--- src/rtl/operand_fetch_sequencer.sv ---
`default_nettype none
// ============================================================================
// Module   : operand_fetch_sequencer
// Brief    : Scoreboard hazard check, rs1/rs2 fetch over one shared register
//            file read port, valid/ready hand-off to execute.
// Revision : 1.0 - initial release
// ============================================================================
module operand_fetch_sequencer #(
    parameter int DATA_WIDTH = 32,
    parameter int NUM_REGS   = 32
) (
    input  logic                  clk,
    input  logic                  rst,
    input  logic                  in_valid,
    output logic                  in_ready,
    input  logic [4:0]            in_rs1,
    input  logic [4:0]            in_rs2,
    input  logic [4:0]            in_rd,
    input  logic                  in_uses_rs1,
    input  logic                  in_uses_rs2,
    input  logic                  in_writes_rd,
    input  logic [DATA_WIDTH-1:0] in_immediate,
    output logic [4:0]            rf_read_addr,
    input  logic [DATA_WIDTH-1:0] rf_read_data,
    input  logic                  wb_valid,
    input  logic [4:0]            wb_rd,
    output logic                  out_valid,
    input  logic                  out_ready,
    output logic [DATA_WIDTH-1:0] out_rs1_value,
    output logic [DATA_WIDTH-1:0] out_rs2_value,
    output logic [4:0]            out_rd,
    output logic                  out_writes_rd,
    output logic [DATA_WIDTH-1:0] out_immediate,
    output logic [NUM_REGS-1:0]   busy_mask
);

    localparam logic [2:0] c_IDLE     = 3'd0;
    localparam logic [2:0] c_HAZARD   = 3'd1;
    localparam logic [2:0] c_READ_RS1 = 3'd2;
    localparam logic [2:0] c_READ_RS2 = 3'd3;
    localparam logic [2:0] c_DONE     = 3'd4;

    logic [2:0]            r_state;
    logic [2:0]            w_state_nxt;
    logic [4:0]            r_rs1;
    logic [4:0]            r_rs2;
    logic [4:0]            r_rd;
    logic                  r_uses_rs1;
    logic                  r_uses_rs2;
    logic                  r_writes_rd;
    logic [DATA_WIDTH-1:0] r_imm;
    logic [DATA_WIDTH-1:0] r_rs1_value;
    logic [DATA_WIDTH-1:0] r_rs2_value;
    logic [NUM_REGS-1:0]   r_busy;
    logic [NUM_REGS-1:0]   w_set_mask;
    logic [NUM_REGS-1:0]   w_clr_mask;
    logic                  w_stall;

    // Hazard check sees only the registered scoreboard; a writeback unblocks next cycle.
    assign w_stall = (r_uses_rs1  & r_busy[r_rs1]) |
                     (r_uses_rs2  & r_busy[r_rs2]) |
                     (r_writes_rd & r_busy[r_rd]);

    always_ff @(posedge clk) begin
        if (rst) begin
            r_state <= c_IDLE;
        end else begin
            r_state <= w_state_nxt;
        end
    end

    always_comb begin
        w_state_nxt = r_state;
        case (r_state)
            c_IDLE:     if (in_valid) w_state_nxt = c_HAZARD;
            c_HAZARD:   if (!w_stall) w_state_nxt = c_READ_RS1;
            c_READ_RS1: w_state_nxt = c_READ_RS2;
            c_READ_RS2: w_state_nxt = c_DONE;
            c_DONE:     if (out_ready) w_state_nxt = c_IDLE;
            default:    w_state_nxt = c_IDLE;
        endcase
    end

    always_comb begin
        in_ready     = (r_state == c_IDLE) & ~rst;
        out_valid    = (r_state == c_DONE);
        rf_read_addr = 5'd0;
        case (r_state)
            c_HAZARD:   if (!w_stall) rf_read_addr = r_rs1;
            c_READ_RS1: rf_read_addr = r_rs2;
            default:    rf_read_addr = 5'd0;
        endcase
    end

    // Set and clear are independent masks so that set wins on a shared index.
    always_comb begin
        w_set_mask = '0;
        w_clr_mask = '0;
        if (r_state == c_READ_RS2 && r_writes_rd && r_rd != 5'd0) begin
            w_set_mask[r_rd] = 1'b1;
        end
        if (wb_valid && wb_rd != 5'd0) begin
            w_clr_mask[wb_rd] = 1'b1;
        end
    end

    always_ff @(posedge clk) begin
        if (rst) begin
            r_busy <= '0;
        end else begin
            r_busy <= (r_busy & ~w_clr_mask) | w_set_mask;
        end
    end

    always_ff @(posedge clk) begin
        if (rst) begin
            r_rs1       <= 5'd0;
            r_rs2       <= 5'd0;
            r_rd        <= 5'd0;
            r_uses_rs1  <= 1'b0;
            r_uses_rs2  <= 1'b0;
            r_writes_rd <= 1'b0;
            r_imm       <= '0;
            r_rs1_value <= '0;
            r_rs2_value <= '0;
        end else begin
            case (r_state)
                c_IDLE: begin
                    if (in_valid) begin
                        r_rs1       <= in_rs1;
                        r_rs2       <= in_rs2;
                        r_rd        <= in_rd;
                        r_uses_rs1  <= in_uses_rs1;
                        r_uses_rs2  <= in_uses_rs2;
                        r_writes_rd <= in_writes_rd;
                        r_imm       <= in_immediate;
                    end
                end
                c_READ_RS1: r_rs1_value <= (r_uses_rs1 && r_rs1 != 5'd0) ? rf_read_data : '0;
                c_READ_RS2: r_rs2_value <= (r_uses_rs2 && r_rs2 != 5'd0) ? rf_read_data : '0;
                default: ;
            endcase
        end
    end

    assign out_rs1_value = r_rs1_value;
    assign out_rs2_value = r_rs2_value;
    assign out_rd        = r_rd;
    assign out_writes_rd = r_writes_rd;
    assign out_immediate = r_imm;
    assign busy_mask     = r_busy;

endmodule
`default_nettype wire

--- config.mk ---
export PLATFORM = sky130hd
export DESIGN_NAME = operand_fetch_sequencer
export DESIGN_NICKNAME = d
export VERILOG_FILES = /design/src/rtl/operand_fetch_sequencer.sv
export SDC_FILE = /design/constraint.sdc
export NUM_CORES = 1
export LEC_CHECK = 0
export ABC_AREA = 1
export BUFFER_PORTS_ARGS = -buffer_cell sky130_fd_sc_hd__clkbuf_2
export CORE_UTILIZATION = 45
export CTS_CLUSTER_DIAMETER = 50
export DETAILED_ROUTE_END_ITERATION = 12
export GPL_ROUTABILITY_DRIVEN = 1
export GPL_TIMING_DRIVEN = 0
export PLACE_DENSITY = 0.86
export SKIP_LAST_GASP = 1
export SLEW_MARGIN = 30
export SYNTH_ARGS = -nofsm -noshare
export SYNTH_HDL_FRONTEND = slang
export SYNTH_SLANG_ARGS = --single-unit
--- constraint.sdc ---
create_clock -name clk -period 1.68 [get_ports clk]
set_clock_uncertainty 0.1 [all_clocks]
set_input_delay 0.336 -clock clk [delete_from_list [all_inputs] [get_ports clk]]
set_output_delay 0.336 -clock clk [all_outputs]
set_load 0.02 [all_outputs]
Word level (Yosys, flattened, before mapping)

Index checks and enable logic that the tools add are counted.

Order comparisons: 6
Eq/ne operators: 7
Bitwise operators: 10
Multiplexer cells: 20
Reduce and logical (&&, ||, !) cells: 14

Operator list:

| cell                                                                         | count |
|---|---|
| 32-bit two-way mux                                                           | 4 |
| 32-bit bitwise AND                                                           | 1 |
| 32-bit inverter                                                              | 1 |
| 32-bit bitwise OR                                                            | 1 |
| 5-bit by 6-bit less-than comparator with 1-bit output, second input constant | 4 |
| 5-bit nonzero test                                                           | 4 |
| 1-bit binary-select mux with 5-bit select                                    | 3 |
| 3-bit case mux with 5 select lines                                           | 1 |
| 1-bit demux with 5-bit select                                                | 2 |
| 5-bit by 1-bit >= comparator with 1-bit output, second input constant        | 2 |
| 5-bit case mux with 2 select lines                                           | 1 |
| 3-bit two-way mux                                                            | 3 |
| 1-bit logical AND                                                            | 7 |
| 3-bit by 2-bit equality test with 1-bit output, second input constant        | 2 |
| 1-bit two-way mux                                                            | 5 |
| 5-bit two-way mux                                                            | 1 |
| 1-bit bitwise AND                                                            | 4 |
| 2-bit inequality test, second input constant                                 | 2 |
| 3-bit by 1-bit equality test with 1-bit output, second input constant        | 1 |
| 3-bit equality test, second input constant                                   | 1 |
| 3-bit logical NOT                                                            | 1 |
| 3-bit AND reduction                                                          | 1 |
| 2-bit by 1-bit inequality test with 1-bit output, second input constant      | 1 |
| 1-bit bitwise OR                                                             | 2 |
| 2 further kinds                                                              | 2 |

Input bits: 92
Register bits after elaboration: 149
Logic and storage cells: 68

Logic depth before layout (Yosys ltp)

Depth after elaboration: 8
Depth in mapped cells: 17
Mapped depth without buffers: 15

Least setup slack after synthesis

No wires, ideal clock.

Kind: flip-flop to output port
From: reg r_rd[0] (netlist: out_rd[0])
To: out rf_read_addr[0]
Slack: -0.490 ns
Arrival: 1.734 ns
Stages on the path, launching flop included: 15
Buffers on the path: 2
Cells stage by stage: dfxtp_1 -> buf_4 -> inv_2 -> buf_6 -> nand2_1 -> nand2_1 -> nand2_1 -> nand2_1 -> nand2_1 -> nand2_1 -> nor2_1 -> nand2_1 -> nand2_2 -> nand3_4 -> o22ai_1

Word-level cells in the longest chain between the ends: 6

Ends and longest elaborated chain:

| what                                      | RTL line | RTL |
|---|---|---|
| start, declared                           | 47       | `logic [4:0] r_rd;` |
| start signal, assigned                    | 132      | `r_rd <= in_rd;` |
| 1-bit binary-select mux with 5-bit select | 62       | `(r_writes_rd & r_busy[r_rd]);` |
| 1-bit two-way mux (not written as such)   | 62       |  |
| 1-bit bitwise AND                         | 62       |  |
| 1-bit bitwise OR                          | 61       | `(r_uses_rs2 & r_busy[r_rs2]) \|` |
| 5-bit two-way mux                         | 89       | `c_HAZARD: if (!w_stall) rf_read_addr = r_rs1;` |
| 5-bit case mux with 2 select lines        | 88       | `case (r_state)` |
| end, declared                             | 23       | `output logic [4:0] rf_read_addr,` |

No other way between the ends. The select of a mux whose other input is x is not followed.

Worst setup path after layout

From: reg r_rd[0] (netlist: out_rd[0])
To: out rf_read_addr[2]

The elaborated chain is that of the path after synthesis.

==> impl_results.md <==
- DRC: 0
- Worst path required time: 1.24 ns
- RSZ-0062 raised after global routing: yes
- Syn_nets: 1063
- Setup CP Type: reg -> out
- Least-Margin Pin Slew: roughly 0.66 ns
- Post-Synthesis Cell Area: around 6700 um2
- Std cell rows: 44
- Ys Warns: 0
- Root Buffer: clkbuf_16
- GRT Total Usage: 30.1%
- Clock Path Buffers: 2
- Initial drt markers: 795
- Fmax: 378 MHz
- Top post-synthesis cells by area: dfxtp_1 45%, nand2_1 14%, o21ai_0 11%, a21oi_1 11%, inv_1 4.8%
- Worst-path clk slew: ~0.070 ns
- Global route total overflow: 0
- Number of synthesized register bits: 149
- Final nets: 1330
- Max Cap Viol: 0
- Average routed wire per standard cell: 16.6 um
- First-pass GRT wire length: 35500 um
- Insertion delay to the later sink of the worst-skew pair: around 0.42 ns
- PwrDens: between 1000 and 1500 nW/um2
- Status: complete, but fails checks
- Antenna-violating nets left: 0
- Synth unique cells: 26
- Die area: around 15000 um2
- Initial DRT Pass Iterations: 6
- Leading area contributor after synthesis: dfxtp_1
- Ys async rst share: 0%
- CTS tree: yes
- Total wire length: 23800 um
- Post-synthesis sequential area ratio: between 40 and 50%
- Largest net degree at the start of global routing: 17
- Final Max Slew Viols: 0
- Top FF cell, synth: dfxtp_1
- Yosys top cell area share: 44.7%
- Critical path peak fanout: 8
- Worst setup SP type: flop
- EDFF count, synth: 0
- CP endpoint kind: output pin
- Final hold vios: 0
- Overall power: 11.4 mW
- I/O Buffers: 231
- Ant. Diodes: 0
- CTS Sinks: 149
- H-tree Lvls: 4
- P_leak: 4.17 nW
- Vias in the first global route: 7238
- Starting Density: 46.1%
- Hold WC Path Type: in -> reg
- Core Area: approximately 14000 um2
- Routed vias: approximately 8000
- Min cycle time layout: between 2 and 3 ns
- Syn avg cell area: roughly 6.9 um2
- Horiz. Die Dim: 124 um
- Slew headroom: 55.8%
- Setup violators final: 38
- DP Wirelength: 17100 um
- Synth top cells by count: 255 x nand2_1, 152 x o21ai_0, 150 x a21oi_1, 149 x dfxtp_1, 86 x inv_1
- Gate count after technology mapping: 971
- Setup WS post-layout: -0.965 ns
- Via/cell ratio: 5.59
- CTS buffer count: 17
- Final core occ: 64.1%
- Routability congestion estimate from global placement: 0.997
- Die height: 124 um
- Fin Hold WS: 0.0425 ns
- Worst VDD drop: 0.000628 V
- Most numerous cell in the Yosys netlist: nand2_1
- Initial antenna violation count: 0
- Fin crit share: 157%
- Syn-to-layout area delta: 39.0%
- Failing checks: setup timing
- IO Count: 233
- Worst path arrival time: between 2 and 2.5 ns
- Fraction of layout cells with a size suffix above 1: 31.7%
flip-flops by register name, indices dropped and copies added, names as in the netlist, 3 cells and up:
register / flops
r_rs2: 5
out_immediate: 32
busy_mask: 32
out_rd: 5
r_rs1: 5
r_state: 3
out_rs1_value: 32
out_rs2_value: 32
worst max-delay path, cell delays in order (launching register included):
cell,delay (ns)
dfxtp_4,0.41
inv_6,0.06
buf_8,0.13
nand2_1,0.05
nand2_1,0.05
nand2_1,0.07
nand2_1,0.07
nand2_1,0.06
nand2_1,0.06
nor2_1,0.11
nand2_1,0.12
nand2_2,0.11
nand3_4,0.17
o22ai_4,0.14
clkbuf_8,0.17
where the power goes:
part | switching (mW) | total, mW | leakage [nW] | internal, mW
Combinational | 2.19 | 3.27 | 2.66 | 1.08
Sequential | 0.346 | 4.34 | 1.22 | 4.00
Clock | 1.68 | 3.83 | 0.291 | 2.15
cell usage in the layout (no fill, tap or decap), drive strengths merged:
| cell type | count |
|---|---|
| bufinv | 1 |
| o41ai | 1 |
| nand4 | 3 |
| buf | 42 |
| o31ai | 3 |
| a21oi | 150 |
| inv | 100 |
| clkinvlp | 1 |
| clkinv | 4 |
| nor3b | 1 |
| o211ai | 1 |
| clkbuf | 284 |
| nor3 | 16 |
| nor2 | 23 |
| o21ai | 153 |
| dfxtp | 149 |
| nand2 | 257 |
| nor4 | 1 |
| nand3 | 56 |
| o22ai | 5 |
final cells by class:
cell class,count,area [um2]
multi-input combinational,670,3390
inverter,92,365
clock buffer,18,439
sequential,149,3010
fill,1283,5200
clock inverter,14,153
timing repair buffer,250,1370
tap,184,230
buffer,58,327
through the flow:
stage                     std cells  instance area (um2)  setup slack (ns)  setup TNS (ns)
after CTS                      1429                 9070            -0.927           -6.68
after global placement         1386                 8180            -0.589          -41.00
after detailed placement       1386                 8180            -0.601          -45.36
after global routing           1435                 9280             -1.02          -14.39
after floorplan                 971                 6800            -0.281           -1.45
final                          1435                 9280            -0.965          -11.91
cell families (layout without fill, tap and decap cells):
logic type	after synthesis	count (layout)	share of synthesized area [%]
and+or+nand+nor	357	357	22.5
DFF	149	149	44.7
buffers and inverters	152	432	9.01
AOI/OAI and AO/OA	313	313	23.8
path summary, 6_finish.rpt:
path | start | end | slack, ns | cells past startpoint
worst max register to register | out_rd[0] | r_state[0] | -0.52 | 18
worst max-delay path | out_rd[0] | rf_read_addr[2] | -0.97 | 14
worst min register to register | out_immediate[31] | out_immediate[31] | 0.34 | 2
worst min-delay path | rf_read_data[22] | out_rs1_value[22] | 0.04 | 3
timing repair:
item,CTS,global route
gates resized for setup,69,82
pin swaps,12,17
endpoints found under the setup margin,132,120
buffers inserted,12,7
hold buffers,0,0
metal layers:
metal | vias up | wire length, um | track usage, %
met5 | - | 0 | 0
met3 | 90 | 2420 | 8.88
met4 | 0 | 847 | 13.0
met1 | 3691 | 9290 | 36.6
met2 | 489 | 11300 | 49.4
li1 | 3746 | - | -
(Power assumes the default switching activity.)
